### src/rtl/apb_decode_node_if.sv
// Bus bundle around apb_decode_node: upstream single-phase request side (s_*)
// and downstream two-phase APB peripheral side (m_*).
interface apb_decode_node_if #(
   parameter int NB_SLAVES      = 4,
   parameter int APB_ADDR_WIDTH = 32,
   parameter int APB_DATA_WIDTH = 32
) ();
   logic                                s_psel_i;
   logic                                s_penable_i;
   logic                                s_pwrite_i;
   logic [APB_ADDR_WIDTH-1:0]           s_paddr_i;
   logic [APB_DATA_WIDTH-1:0]           s_pwdata_i;
   logic [APB_DATA_WIDTH-1:0]           s_prdata_o;
   logic                                s_pready_o;
   logic                                s_pslverr_o;

   logic [NB_SLAVES-1:0]                m_psel_o;
   logic                                m_penable_o;
   logic                                m_pwrite_o;
   logic [APB_ADDR_WIDTH-1:0]           m_paddr_o;
   logic [APB_DATA_WIDTH-1:0]           m_pwdata_o;
   logic [NB_SLAVES*APB_DATA_WIDTH-1:0] m_prdata_i;
   logic [NB_SLAVES-1:0]                m_pready_i;
   logic [NB_SLAVES-1:0]                m_pslverr_i;

   // The decode node itself.
   modport slave (
      input  s_psel_i, s_penable_i, s_pwrite_i, s_paddr_i, s_pwdata_i,
      output s_prdata_o, s_pready_o, s_pslverr_o,
      output m_psel_o, m_penable_o, m_pwrite_o, m_paddr_o, m_pwdata_o,
      input  m_prdata_i, m_pready_i, m_pslverr_i
   );

   // The surroundings: upstream bridge plus downstream peripherals.
   modport master (
      output s_psel_i, s_penable_i, s_pwrite_i, s_paddr_i, s_pwdata_i,
      input  s_prdata_o, s_pready_o, s_pslverr_o,
      input  m_psel_o, m_penable_o, m_pwrite_o, m_paddr_o, m_pwdata_o,
      output m_prdata_i, m_pready_i, m_pslverr_i
   );
endinterface

### src/rtl/apb_decode_node.sv
// Address-range decoder converting the bridge's single-phase request into SETUP/ACCESS APB
// transfers. Optional ACCESS timeout is enabled by defining APB_NODE_TIMEOUT_EN.
module apb_decode_node #(
   parameter int NB_SLAVES      = 4,
   parameter int APB_ADDR_WIDTH = 32,
   parameter int APB_DATA_WIDTH = 32,
   parameter int TIMEOUT_CYCLES = 255
) (
   input  logic                                ACLK,
   input  logic                                ARESETn,
   input  logic [NB_SLAVES*APB_ADDR_WIDTH-1:0] start_addr_i,
   input  logic [NB_SLAVES*APB_ADDR_WIDTH-1:0] end_addr_i,
   apb_decode_node_if.slave                    bus
);
   localparam int IDX_W = (NB_SLAVES > 1) ? $clog2(NB_SLAVES) : 1;

   typedef enum logic [1:0] {IDLE, SETUP, ACCESS, RESP} state_e;

   state_e                    state_q, state_d;
   logic                      pwrite_q, pwrite_d;
   logic [APB_ADDR_WIDTH-1:0] paddr_q, paddr_d;
   logic [APB_DATA_WIDTH-1:0] pwdata_q, pwdata_d;
   logic [IDX_W-1:0]          idx_q, idx_d;
   logic [NB_SLAVES-1:0]      psel_q, psel_d;
   logic                      penable_q, penable_d;
   logic                      pready_q, pready_d;
   logic                      pslverr_q, pslverr_d;
   logic [APB_DATA_WIDTH-1:0] prdata_q, prdata_d;

   logic                      req;
   logic                      hit;
   logic [IDX_W-1:0]          hit_idx;
   logic                      sel_pready;
   logic                      sel_pslverr;
   logic [APB_DATA_WIDTH-1:0] sel_prdata;

`ifdef APB_NODE_TIMEOUT_EN
   localparam int CNT_W = $clog2(TIMEOUT_CYCLES + 1);
   logic [CNT_W-1:0] cnt_q, cnt_d;
   logic             timeout;
   // cnt_q counts ACCESS cycles already spent; this is the last allowed one.
   assign timeout = (cnt_q == CNT_W'(TIMEOUT_CYCLES - 1));
`endif

   assign req = bus.s_psel_i & bus.s_penable_i;

   // Descending scan so the lowest matching index is the one left standing.
   always_comb begin
      hit     = 1'b0;
      hit_idx = '0;
      for (int i = NB_SLAVES - 1; i >= 0; i--) begin
         if ((bus.s_paddr_i >= start_addr_i[i*APB_ADDR_WIDTH +: APB_ADDR_WIDTH]) &&
             (bus.s_paddr_i <= end_addr_i[i*APB_ADDR_WIDTH +: APB_ADDR_WIDTH])) begin
            hit     = 1'b1;
            hit_idx = IDX_W'(i);
         end
      end
   end

   assign sel_pready  = bus.m_pready_i[idx_q];
   assign sel_pslverr = bus.m_pslverr_i[idx_q];
   assign sel_prdata  = bus.m_prdata_i[int'(idx_q)*APB_DATA_WIDTH +: APB_DATA_WIDTH];

   always_comb begin
      state_d   = state_q;
      pwrite_d  = pwrite_q;
      paddr_d   = paddr_q;
      pwdata_d  = pwdata_q;
      idx_d     = idx_q;
      psel_d    = psel_q;
      penable_d = penable_q;
      pready_d  = 1'b0;
      pslverr_d = pslverr_q;
      prdata_d  = prdata_q;
`ifdef APB_NODE_TIMEOUT_EN
      cnt_d     = cnt_q;
`endif
      case (state_q)
         IDLE: begin
            if (req) begin
               pwrite_d = bus.s_pwrite_i;
               paddr_d  = bus.s_paddr_i;
               pwdata_d = bus.s_pwdata_i;
               idx_d    = hit_idx;
               if (hit) begin
                  psel_d  = NB_SLAVES'(1) << hit_idx;
                  state_d = SETUP;
               end else begin
                  pready_d  = 1'b1;
                  pslverr_d = 1'b1;
                  prdata_d  = '0;
                  state_d   = RESP;
               end
            end
         end
         SETUP: begin
            penable_d = 1'b1;
            state_d   = ACCESS;
`ifdef APB_NODE_TIMEOUT_EN
            cnt_d     = '0;
`endif
         end
         ACCESS: begin
            if (sel_pready) begin
               prdata_d  = pwrite_q ? '0 : sel_prdata;
               pslverr_d = sel_pslverr;
               psel_d    = '0;
               penable_d = 1'b0;
               pready_d  = 1'b1;
               state_d   = RESP;
            end
`ifdef APB_NODE_TIMEOUT_EN
            else if (timeout) begin
               prdata_d  = '0;
               pslverr_d = 1'b1;
               psel_d    = '0;
               penable_d = 1'b0;
               pready_d  = 1'b1;
               state_d   = RESP;
            end else begin
               cnt_d = cnt_q + 1'b1;
            end
`endif
         end
         RESP: begin
            state_d = IDLE;
         end
         default: begin
            psel_d    = '0;
            penable_d = 1'b0;
            state_d   = IDLE;
         end
      endcase
   end

   always_ff @(posedge ACLK or negedge ARESETn) begin
      if (!ARESETn) begin
         state_q   <= IDLE;
         pwrite_q  <= 1'b0;
         paddr_q   <= '0;
         pwdata_q  <= '0;
         idx_q     <= '0;
         psel_q    <= '0;
         penable_q <= 1'b0;
         pready_q  <= 1'b0;
         pslverr_q <= 1'b0;
         prdata_q  <= '0;
      end else begin
         state_q   <= state_d;
         pwrite_q  <= pwrite_d;
         paddr_q   <= paddr_d;
         pwdata_q  <= pwdata_d;
         idx_q     <= idx_d;
         psel_q    <= psel_d;
         penable_q <= penable_d;
         pready_q  <= pready_d;
         pslverr_q <= pslverr_d;
         prdata_q  <= prdata_d;
      end
   end

`ifdef APB_NODE_TIMEOUT_EN
   always_ff @(posedge ACLK or negedge ARESETn) begin
      if (!ARESETn) cnt_q <= '0;
      else          cnt_q <= cnt_d;
   end
`endif

   assign bus.s_prdata_o  = prdata_q;
   assign bus.s_pready_o  = pready_q;
   assign bus.s_pslverr_o = pslverr_q;
   assign bus.m_psel_o    = psel_q;
   assign bus.m_penable_o = penable_q;
   assign bus.m_pwrite_o  = pwrite_q;
   assign bus.m_paddr_o   = paddr_q;
   assign bus.m_pwdata_o  = pwdata_q;
endmodule

### src/flat_wrapper.sv
// flat-port wrapper written by rule: the top's interface ports become plain ports
module apb_decode_node_flat 
#(
   parameter int NB_SLAVES      = 4,
   parameter int APB_ADDR_WIDTH = 32,
   parameter int APB_DATA_WIDTH = 32,
   parameter int TIMEOUT_CYCLES = 255
)
  (ACLK, ARESETn, start_addr_i, end_addr_i, bus_s_psel_i, bus_s_penable_i, bus_s_pwrite_i, bus_s_paddr_i, bus_s_pwdata_i, bus_s_prdata_o, bus_s_pready_o, bus_s_pslverr_o, bus_m_psel_o, bus_m_penable_o, bus_m_pwrite_o, bus_m_paddr_o, bus_m_pwdata_o, bus_m_prdata_i, bus_m_pready_i, bus_m_pslverr_i);
  apb_decode_node_if #(.NB_SLAVES(NB_SLAVES), .APB_ADDR_WIDTH(APB_ADDR_WIDTH), .APB_DATA_WIDTH(APB_DATA_WIDTH)) bus_i ();
  input  logic ACLK;
  input  logic ARESETn;
  input  logic [NB_SLAVES*APB_ADDR_WIDTH-1:0] start_addr_i;
  input  logic [NB_SLAVES*APB_ADDR_WIDTH-1:0] end_addr_i;
  input wire logic [$bits(bus_i.s_psel_i)-1:0] bus_s_psel_i;
  input wire logic [$bits(bus_i.s_penable_i)-1:0] bus_s_penable_i;
  input wire logic [$bits(bus_i.s_pwrite_i)-1:0] bus_s_pwrite_i;
  input wire logic [$bits(bus_i.s_paddr_i)-1:0] bus_s_paddr_i;
  input wire logic [$bits(bus_i.s_pwdata_i)-1:0] bus_s_pwdata_i;
  output wire logic [$bits(bus_i.s_prdata_o)-1:0] bus_s_prdata_o;
  output wire logic [$bits(bus_i.s_pready_o)-1:0] bus_s_pready_o;
  output wire logic [$bits(bus_i.s_pslverr_o)-1:0] bus_s_pslverr_o;
  output wire logic [$bits(bus_i.m_psel_o)-1:0] bus_m_psel_o;
  output wire logic [$bits(bus_i.m_penable_o)-1:0] bus_m_penable_o;
  output wire logic [$bits(bus_i.m_pwrite_o)-1:0] bus_m_pwrite_o;
  output wire logic [$bits(bus_i.m_paddr_o)-1:0] bus_m_paddr_o;
  output wire logic [$bits(bus_i.m_pwdata_o)-1:0] bus_m_pwdata_o;
  input wire logic [$bits(bus_i.m_prdata_i)-1:0] bus_m_prdata_i;
  input wire logic [$bits(bus_i.m_pready_i)-1:0] bus_m_pready_i;
  input wire logic [$bits(bus_i.m_pslverr_i)-1:0] bus_m_pslverr_i;
  assign bus_i.s_psel_i = bus_s_psel_i;
  assign bus_i.s_penable_i = bus_s_penable_i;
  assign bus_i.s_pwrite_i = bus_s_pwrite_i;
  assign bus_i.s_paddr_i = bus_s_paddr_i;
  assign bus_i.s_pwdata_i = bus_s_pwdata_i;
  assign bus_s_prdata_o = bus_i.s_prdata_o;
  assign bus_s_pready_o = bus_i.s_pready_o;
  assign bus_s_pslverr_o = bus_i.s_pslverr_o;
  assign bus_m_psel_o = bus_i.m_psel_o;
  assign bus_m_penable_o = bus_i.m_penable_o;
  assign bus_m_pwrite_o = bus_i.m_pwrite_o;
  assign bus_m_paddr_o = bus_i.m_paddr_o;
  assign bus_m_pwdata_o = bus_i.m_pwdata_o;
  assign bus_i.m_prdata_i = bus_m_prdata_i;
  assign bus_i.m_pready_i = bus_m_pready_i;
  assign bus_i.m_pslverr_i = bus_m_pslverr_i;
  apb_decode_node #(.NB_SLAVES(NB_SLAVES), .APB_ADDR_WIDTH(APB_ADDR_WIDTH), .APB_DATA_WIDTH(APB_DATA_WIDTH), .TIMEOUT_CYCLES(TIMEOUT_CYCLES)) u_core (.ACLK(ACLK), .ARESETn(ARESETn), .start_addr_i(start_addr_i), .end_addr_i(end_addr_i), .bus(bus_i));
endmodule
### config.mk
export PLATFORM = sky130hd
export DESIGN_NAME = apb_decode_node_flat
export DESIGN_NICKNAME = d
export VERILOG_FILES = /design/src/rtl/apb_decode_node_if.sv /design/src/rtl/apb_decode_node.sv /design/src/flat_wrapper.sv
export SDC_FILE = /design/constraint.sdc
export NUM_CORES = 1
export LEC_CHECK = 0
export CAP_MARGIN = 10
export CORE_AREA = 2 2 222 224
export DETAILED_ROUTE_END_ITERATION = 6
export DIE_AREA = 0 0 224 226
export GPL_TIMING_DRIVEN = 0
export HOLD_SLACK_MARGIN = 0.08
export PLACE_DENSITY = 0.63
export SYNTH_ARGS = -nofsm -noshare
export SYNTH_HDL_FRONTEND = slang
export SYNTH_SLANG_ARGS = --single-unit
### constraint.sdc
create_clock -name ACLK -period 6.09 [get_ports ACLK]
set_input_delay 1.5225 -clock ACLK [delete_from_list [all_inputs] [get_ports ACLK]]
set_output_delay 1.5225 -clock ACLK [all_outputs]
set_load 0.005 [all_outputs]
==> results.json <==
{
  "path_buf_inv": 2,
  "clockBufferDepth": 2,
  "yosys.area.top_type_share": 0.252,
  "numCtsBuffers": 9,
  "synth_edf_count": 0,
  "drc": 0,
  "core_sq_mm": 0.0483,
  "final_common_cell": "clkdlybuf4s50_1",
  "p_total_mw": 5.41,
  "rsz0062_at_grt": "false",
  "synth_area_sq_mm": 0.0128,
  "syn_nets": 2257,
  "start_kind": "input port",
  "clk_latency_ps": 390,
  "peakVddDrop_mv": 0.176,
  "ys_ff_latch": 108,
  "p_int_mw": 3.10,
  "crit_type": "input port to flip-flop",
  "area_delta_synth_final_pct": 53.0,
  "setup_viol": 0,
  "drt_iter0_markers": 722,
  "initial_core_util": 0.265,
  "overflow": 0,
  "switching_share": 0.426,
  "ios": 565,
  "syn_inst": 1538,
  "grt_max_degree": 79,
  "p_seq_frac": 0.244,
  "period_share": 0.873,
  "fillers": 4831,
  "cts_tree": "yes",
  "drv_cap": 0,
  "cts_resized": 0,
  "dp_hpwl_mm": 47.9,
  "status": "finished, final reports clean",
  "switchingPower_mw": 2.30,
  "clkSinkCount": 108,
  "h-tree-depth": 3,
  "grt_pass1_wl_mm": 84.6,
  "holdWs_ps": 496,
  "hold_buffers": 0,
  "n_antenna_cell": 0,
  "die_y_um": 226,
  "power_density_mw_per_mm2": 276,
  "place_congestion": 0.899,
  "dieWidth_um": 224,
  "drt_pass1_iterations": 5,
  "cts-root-buf": "clkbuf_16",
  "crit_chain": "clkdlybuf4s50_1 > ha_1 > a211o_1 > a31oi_1 > o21ai_1 > a221oi_1 > o21ai_1 > o2bb2ai_2 > buf_2 > o31ai_1 > a32o_1",
  "leakagePower_nw": 9.01,
  "finalHoldViolations": 0,
  "worstMarginPinSlew_ps": 895,
  "vias": 14000,
  "yosys.area.top_type": "ha_1",
  "grt_pass1_vias": 14600,
  "comb_power_share": 0.626,
  "synth-main-ff-cell": "dfrtp_1",
  "slowest_stage": "clkdlybuf4s50_1",
  "hp-class": "flip-flop to flip-flop",
  "async_flop_share": 1.00,
  "synth_top_cells_by_area": "ha_1 (25%), dfrtp_1 (21%), mux2_2 (8.4%), inv_1 (7.8%), a21oi_1 (4.8%)",
  "final_antenna_net_count": 0,
  "slowest_delay_ps": 830,
  "wl_mm": 57.0,
  "wire_per_inst_um": 20.8,
  "dieArea_sq_mm": 0.0506,
  "slew_headroom": 0.402,
  "cp.arrival_ps": 5650,
  "worstPathMaxFanout": 10,
  "postCtsSetupBuffers": 0,
  "fin_skew_ps": 9.51,
  "final.min_clock_period_ps": 5320,
  "drv_slew": 0,
  "layout.nets": 2833,
  "fmax_mhz": 188,
  "drive_gt1_frac": 0.0665,
  "port_buffers": 564,
  "antenna_found_initial": 2,
  "crit_family": "compound AO/OA/AOI/OAI gates",
  "synth_warnings": 0,
  "tns_ps": 0,
  "grtUsageTotal": 0.219,
  "p_clk_frac": 0.130,
  "crit_required_ps": 6420,
  "crit_top_cell": "o21ai_1",
  "seq_area_frac_synth": 0.211,
  "layout_common_cells": "clkdlybuf4s50_1 (563), inv_1 (265), ha_1 (258)",
  "path_clk_slew_ps": 80,
  "row_count": 81,
  "synth.avg_cell_area_sq_um": 8.32,
  "endpoint_kind": "flip-flop",
  "synth_cell_types": 58,
  "via_per_inst": 5.11
}
-- worst reg2reg max path: cells and delay by family, from the launching register on --
family / cells / cell delay [ps]
AOI/OAI and AO/OA: 3 / 370
buffers and inverters: 3 / 1120
DFF: 1 / 490
muxes: 1 / 600
and+or+nand+nor: 2 / 220
-- flip-flops by register name, summed over array words and instances (netlist names), 2 cells and up --
register               cells
u_core.bus.m_paddr_o      32
u_core.bus.m_pwdata_o     32
u_core.bus.s_prdata_o     32
u_core.bus.m_psel_o        4
u_core.idx_q               2
u_core.state_q             2
-- path summary, 6_finish.rpt --
kind	to	cells past startpoint	startpoint	slack [ps]
setup / recovery	u_core.bus.m_psel_o[1]	11	bus_s_paddr_i[2]	770
hold / removal	u_core.bus.m_psel_o[3]	1	u_core.bus.m_psel_o[3]	500
setup reg to reg	u_core.bus.s_prdata_o[26]	9	u_core.idx_q[0]	3230
hold reg to reg	u_core.bus.m_psel_o[3]	1	u_core.bus.m_psel_o[3]	500
max in group asynchronous	u_core.bus.m_pwrite_o	2	ARESETn	4290
min in group asynchronous	u_core.bus.m_paddr_o[7]	1	ARESETn	1030
-- per-layer routing --
metal / vias to the layer above / routed length (um) / global-route usage
met3: 78 / 3320 / 0.0425
li1: 6709 / - / -
met2: 497 / 28900 / 0.405
met5: - / 0 / 0
met4: 0 / 1870 / 0.0826
met1: 6723 / 22900 / 0.247
-- cells in the mapped netlist, types with 19 or more instances --
library cell and number:
a21o_1 19, a21oi_1 122, clkbuf_1 47, dfrtp_1 108, ha_1 258, inv_1 265, mux2_2 96, mux2i_1 32
nand2_1 130, nand3_1 55, nand4_1 37, nor2_1 23, o211ai_1 41, o21ai_0 73, o41ai_1 32, or3_1 32
or4_1 34
-- power by group through the flow --
stage / clock (mW) / sequential [mW] / combinational (mW)
floorplan: 0 / 1.30 / 1.65
global placement: 0 / 1.31 / 3.30
detailed placement: 0 / 1.33 / 3.37
CTS: 0.727 / 1.32 / 3.39
global route: 0.756 / 1.36 / 3.68
finish: 0.703 / 1.32 / 3.38
-- metrics by stage --
| step | utilization | cells | setup WS [ps] | cell area [sq um] |
|---|---|---|---|---|
| 2_1_floorplan | - | 1538 | 2340 | 12800 |
| 6_report | 0.405 | 2741 | 771 | 19600 |
| 3_3_place_gp | 0.398 | 2724 | -1420 | 19200 |
| 3_5_place_dp | 0.398 | 2725 | 265 | 19200 |
| 4_1_cts | 0.405 | 2741 | 670 | 19600 |
| 5_1_grt | 0.405 | 2741 | 570 | 19600 |
-- cell type report --
type,instances,area (sq um),area share
multi-input combinational,1098,8820,0.450
timing repair buffer,565,5670,0.290
sequential,108,2700,0.138
inverter,265,995,0.0508
tap,622,778,0.0398
buffer,67,280,0.0143
clock buffer,9,225,0.0115
clock inverter,7,105,0.00537
-- cell families after synthesis --
family / share of synthesized area
AO/OA/AOI/OAI: 0.180
buffers and inverters: 0.0996
flip-flops: 0.211
multiplexers: 0.113
adder cells (fa/ha/maj): 0.252
AND/OR/NAND/NOR: 0.143
No activity file was read; power rests on OpenSTA's default activity.
